<file path="config.mk">
export PLATFORM = sky130hd
export DESIGN_NAME = pad_stream_gen
export DESIGN_NICKNAME = d
export VERILOG_FILES = /design/src/rtl/pad_stream_gen_pkg.sv /design/src/rtl/pad_stream_gen.sv
export SDC_FILE = /design/constraint.sdc
export NUM_CORES = 1
export LEC_CHECK = 0
export ABC_AREA = 1
export CORE_MARGIN = 2
export CORE_UTILIZATION = 51
export CTS_CLUSTER_DIAMETER = 50
export DETAILED_ROUTE_END_ITERATION = 7
export HOLD_SLACK_MARGIN = 0.08
export PLACE_DENSITY_LB_ADDON = 0.2
export SYNTH_ARGS = -nofsm -noshare
export SYNTH_HDL_FRONTEND = slang
export SYNTH_SLANG_ARGS = --single-unit
</file>
<file path="constraint.sdc">
create_clock -name clk -period 2 [get_ports clk]
set_clock_uncertainty 0.15 [all_clocks]
set_input_delay 0.2 -clock clk [delete_from_list [all_inputs] [get_ports clk]]
set_output_delay 0.2 -clock clk [all_outputs]
set_load 0.1 [all_outputs]
</file>
<file path="src/rtl/pad_stream_gen_pkg.sv">
// Shared constants for the padded-raster stream: state encoding and padded-width derivation.
// The window stage imports the same pad_width() so both sides agree on the padded row length.
package pad_stream_gen_pkg;

    typedef enum logic {
        IDLE = 1'b0,
        RUN  = 1'b1
    } pad_state_t;

    function automatic int pad_width(input int image_size, input int padding);
        return image_size + 2 * padding;
    endfunction

    // Row/col counter width; kept at least one bit so a 1x1 frame still elaborates.
    function automatic int cnt_width(input int pw);
        return (pw > 1) ? $clog2(pw) : 1;
    endfunction

endpackage

</file>
<file path="src/rtl/pad_stream_gen.sv">
// Zero-padding raster generator: turns an image_size^2 raw stream into a (image_size+2*padding)^2 padded stream.
// Latency 1 cycle input-to-output; one pixel per cycle when unstalled.
// Backpressure: in_ready only at data positions; no downstream backpressure (consumer takes every strobe).
module pad_stream_gen
    import pad_stream_gen_pkg::*;
#(
    parameter int image_size = 224,
    parameter int padding    = 1,
    parameter int bitsize    = 14
) (
    input  logic                      clk,
    input  logic                      rst,
    input  logic                      start,
    input  logic signed [bitsize-1:0] in_pixel,
    input  logic                      in_valid,
    output logic                      in_ready,
    output logic signed [bitsize-1:0] out_pixel,
    output logic                      out_valid,
    output logic                      busy,
    output logic                      frame_done
);

    localparam int PW = pad_width(image_size, padding);
    localparam int CW = cnt_width(PW);
    localparam logic [CW-1:0] LAST = CW'(PW - 1);

    pad_state_t    state;
    logic [CW-1:0] row;
    logic [CW-1:0] col;
    logic          is_pad;
    logic          advance;

    // With no border every position is data; the compare form would be constant-false.
    generate
        if (padding == 0) begin : g_nopad
            assign is_pad = 1'b0;
        end else begin : g_pad
            localparam logic [CW-1:0] LO = CW'(padding);
            localparam logic [CW-1:0] HI = CW'(padding + image_size);
            assign is_pad = (row < LO) || (row >= HI) || (col < LO) || (col >= HI);
        end
    endgenerate

    assign in_ready = (state == RUN) && !is_pad;
    assign advance  = (state == RUN) && (is_pad || in_valid);
    assign busy     = (state == RUN);

    always_ff @(posedge clk) begin
        if (rst) begin
            state      <= IDLE;
            row        <= '0;
            col        <= '0;
            out_pixel  <= '0;
            out_valid  <= 1'b0;
            frame_done <= 1'b0;
        end else begin
            out_valid  <= 1'b0;
            frame_done <= 1'b0;
            case (state)
                IDLE: begin
                    if (start) begin
                        state <= RUN;
                        row   <= '0;
                        col   <= '0;
                    end
                end
                RUN: begin
                    if (advance) begin
                        out_valid <= 1'b1;
                        out_pixel <= is_pad ? '0 : in_pixel;
                        if (col == LAST) begin
                            col <= '0;
                            if (row == LAST) begin
                                // Final position: leave RUN on the same edge that registers the last strobe.
                                row        <= '0;
                                state      <= IDLE;
                                frame_done <= 1'b1;
                            end else begin
                                row <= row + 1'b1;
                            end
                        end else begin
                            col <= col + 1'b1;
                        end
                    end
                end
                default: state <= IDLE;
            endcase
        end
    end

endmodule
</file>
==> impl_metrics.env <==
export IMPL_status="complete, but fails checks"
export IMPL_violations="setup timing"
export IMPL_syn2layout_area_growth_pct=34.0
export IMPL_worstHoldPathType="in2reg"
export IMPL_ant_nets=0
export IMPL_grt_pass1_vias=1664
export IMPL_finalPower_mw=1.59
export IMPL_multi_input_area_mm2=0.00105
export IMPL_grtUsageTotal_pct=22.3
export IMPL_synth_simple_area_share_pct=35.4
export IMPL_cp_arrival_ns=1.69
export IMPL_grt_first_pass_wirelength_um=7210
export IMPL_antenna_found_initial=0
export IMPL_synthCells=247
export IMPL_crit_chain="inv_2, ha_4, nand3b_1, nand2_2, nand3_2, nor3_4, buf_12"
export IMPL_dr_pass1_iters=5
export IMPL_ys_ff_latch=33
export IMPL_setup_viol=1
export IMPL_power_leakage_nw=1.03
export IMPL_die_width_um=63.8
export IMPL_h_tree_depth=2
export IMPL_final_cell_mix="33 x nand2_1, 31 x nand3_1, 31 x buf_4, 27 x nor2_1, 27 x dfxtp_1"
export IMPL_coreArea_mm2=0.00339
export IMPL_crit_family="simple AND/OR/NAND/NOR gates"
export IMPL_rsz0062_at_grt="true"
export IMPL_syn_avg_cell_area_um2=7.39
export IMPL_required_ns=1.65
export IMPL_clk_root_buffer_cell="clkbuf_4"
export IMPL_gp_congestion=0.871
export IMPL_slew_limit_headroom_pct=76.2
export IMPL_via_per_inst=5.22
export IMPL_drv_cap=0
export IMPL_ir_drop_uv=549
export IMPL_crit_cells=7
export IMPL_fin_tns_setup_ns=-0.0434
export IMPL_r2r_worst_path_cells=11
export IMPL_endpoint_kind="primary output"
export IMPL_rows=21
export IMPL_num_nets_final=323
export IMPL_final_common_cell="nand2_1"
export IMPL_cts_buffers=5
export IMPL_r2r_setup_slack_ns=0.05
export IMPL_drt_wl_total_um=4450
export IMPL_seqCellArea_um2=671
export IMPL_die_area_mm2=0.00407
export IMPL_min_period_over_period_pct=102
export IMPL_maxSlewViolCount=0
export IMPL_yosysUniqueCellTypes=31
export IMPL_wl_per_cell_um=12.9
export IMPL_hpwl_um=3080
export IMPL_start_util_pct=53.8
export IMPL_whs_ns=0.274
export IMPL_synth_nets=271
export IMPL_clk_latency_ns=0.35
export IMPL_instances_no_fill=346
export IMPL_drtIter0Drc=86
export IMPL_grt_max_degree=19
export IMPL_num_vias=1807
export IMPL_final_area_mm2=0.00244
export IMPL_netlist_area_mm2=0.00182
export IMPL_place_inst=328
export IMPL_muxShareOfSynthArea_pct=0
export IMPL_cts_sinks=33
export IMPL_io_buffers=35
export IMPL_synth_compound_area_share_pct=12.1
export IMPL_synth_xor_area_share_pct=2.88
export IMPL_drc=0
export IMPL_n_fill_cell=276
export IMPL_ys_seq_area_share_pct=36.2
export IMPL_die_h_um=63.8
export IMPL_max_freq_mhz=489
export IMPL_criticalPathCategory="reg2out"
export IMPL_crit_path_max_fanout=3
export IMPL_finalHoldViolCount=0
export IMPL_diodes=0
export IMPL_tightest_slew_ns=0.356
export IMPL_cpPeakStageDelay_ns=0.35
export IMPL_ios=36
export IMPL_synth_top_family_by_area="simple AND/OR/NAND/NOR gates"
export IMPL_clk_pin_slew_ns=0.10
export IMPL_post_route_util_pct=72.1
export IMPL_critical_path_buf_inv_count=2
export IMPL_synthAdderAreaFrac_pct=4.12
export IMPL_min_period_ns=2.04
export IMPL_timing_final_ws_setup_ns=-0.0434
export IMPL_yosysWarnings=0
export IMPL_drive_above_1_share_pct=31.3
export IMPL_start_kind="flip-flop"
export IMPL_overflow=0
export IMPL_placed_area_mm2=0.00221
export IMPL_hold_depth=3
export IMPL_powerDensity_mw_per_mm2=650
export IMPL_cpMaxStageDelayCell="dfxtp_2"
export IMPL_cts_path_max_buffers=2
export IMPL_place_ws_ns=0.0889
export IMPL_tritoncts="done"
[final timing paths]
check | endpoint | startpoint
worst max-delay path | in_ready | row[1]$_SDFFE_PP0P_
worst min-delay path | out_pixel[0]$_SDFFE_PP0P_ | in_pixel[0]
worst max register to register | row[0]$_SDFFE_PP0P_ | col[0]$_SDFFE_PP0P_
worst min register to register | out_pixel[12]$_SDFFE_PP0P_ | out_pixel[12]$_SDFFE_PP0P_
[repair_timing]
action,in CTS,in global routing
gates cloned,0,0
setup buffers,8,2
endpoints found under the hold margin,0,0
hold buffers,0,0
resized for setup,13,12
endpoints found under the setup margin,1,19
pin swaps,2,3
[state kept, by name (all words and copies together) (netlist names)]
name	flops
out_valid	1
col	8
busy	1
out_pixel	14
row	8
frame_done	1
[routing by layer]
metal	GRT usage (%)	part of all wire (%)	vias to the layer above
met2	38.0	50	37
met5	0	0	-
met4	9.78	1.8	0
li1	-	-	921
met3	4.58	4.0	11
met1	26.8	45	838
[power breakdown]
part	internal (mW)	switching [mW]
clock	0.204	0.237
combinational	0.164	0.267
sequential	0.686	0.0308
total	1.05	0.535
[kinds of logic after synthesis]
logic type | Yosys count
AND/OR/NAND/NOR | 129
buffers and inverters | 36
adder cells (fa/ha/maj) | 6
flip-flops | 33
AO/OA/AOI/OAI | 37
XOR/XNOR | 6
[worst min-delay path: cells and delay by family]
family          cells  cell delay, ns
buf+inv             1            0.40
simple gates        1            0.08
compound gates      1            0.05
[area by class of cell]
type / count / area share [%]
well taps: 46 / 2.36
multi-input cells: 178 / 43.0
inverters: 28 / 4.45
repair buffers: 53 / 19.9
clock buffers: 7 / 2.66
clock inverters: 1 / 0.205
flip-flops and latches: 33 / 27.4
[cells in the mapped netlist]
cell type	instances	area, um2
o211a_1	1	10.0
xnor2_1	1	8.76
nor2_1	28	105
nor2_4	2	22.5
o21ai_0	7	35.0
inv_2	3	11.3
xor2_1	5	43.8
nand3_4	1	17.5
ha_1	6	75.1
dfxtp_1	33	661
a21oi_2	4	35.0
buf_6	3	33.8
nand3b_1	2	15.0
inv_1	25	93.8
nor3_1	3	15.0
nand2_4	1	11.3
nand3_2	1	10.0
nor3_4	1	16.3
a21oi_1	22	110
nand2_2	11	68.8
nand2_1	35	131
buf_2	1	5.00
clkbuf_8	1	13.8
nand3_1	34	170
nand4_1	6	37.5
nor4_1	1	6.26
nor2_2	2	12.5
and3_1	1	6.26
a211oi_1	2	15.0
o21ai_4	1	16.3
clkbuf_1	3	11.3
(Power assumes the default switching activity.)
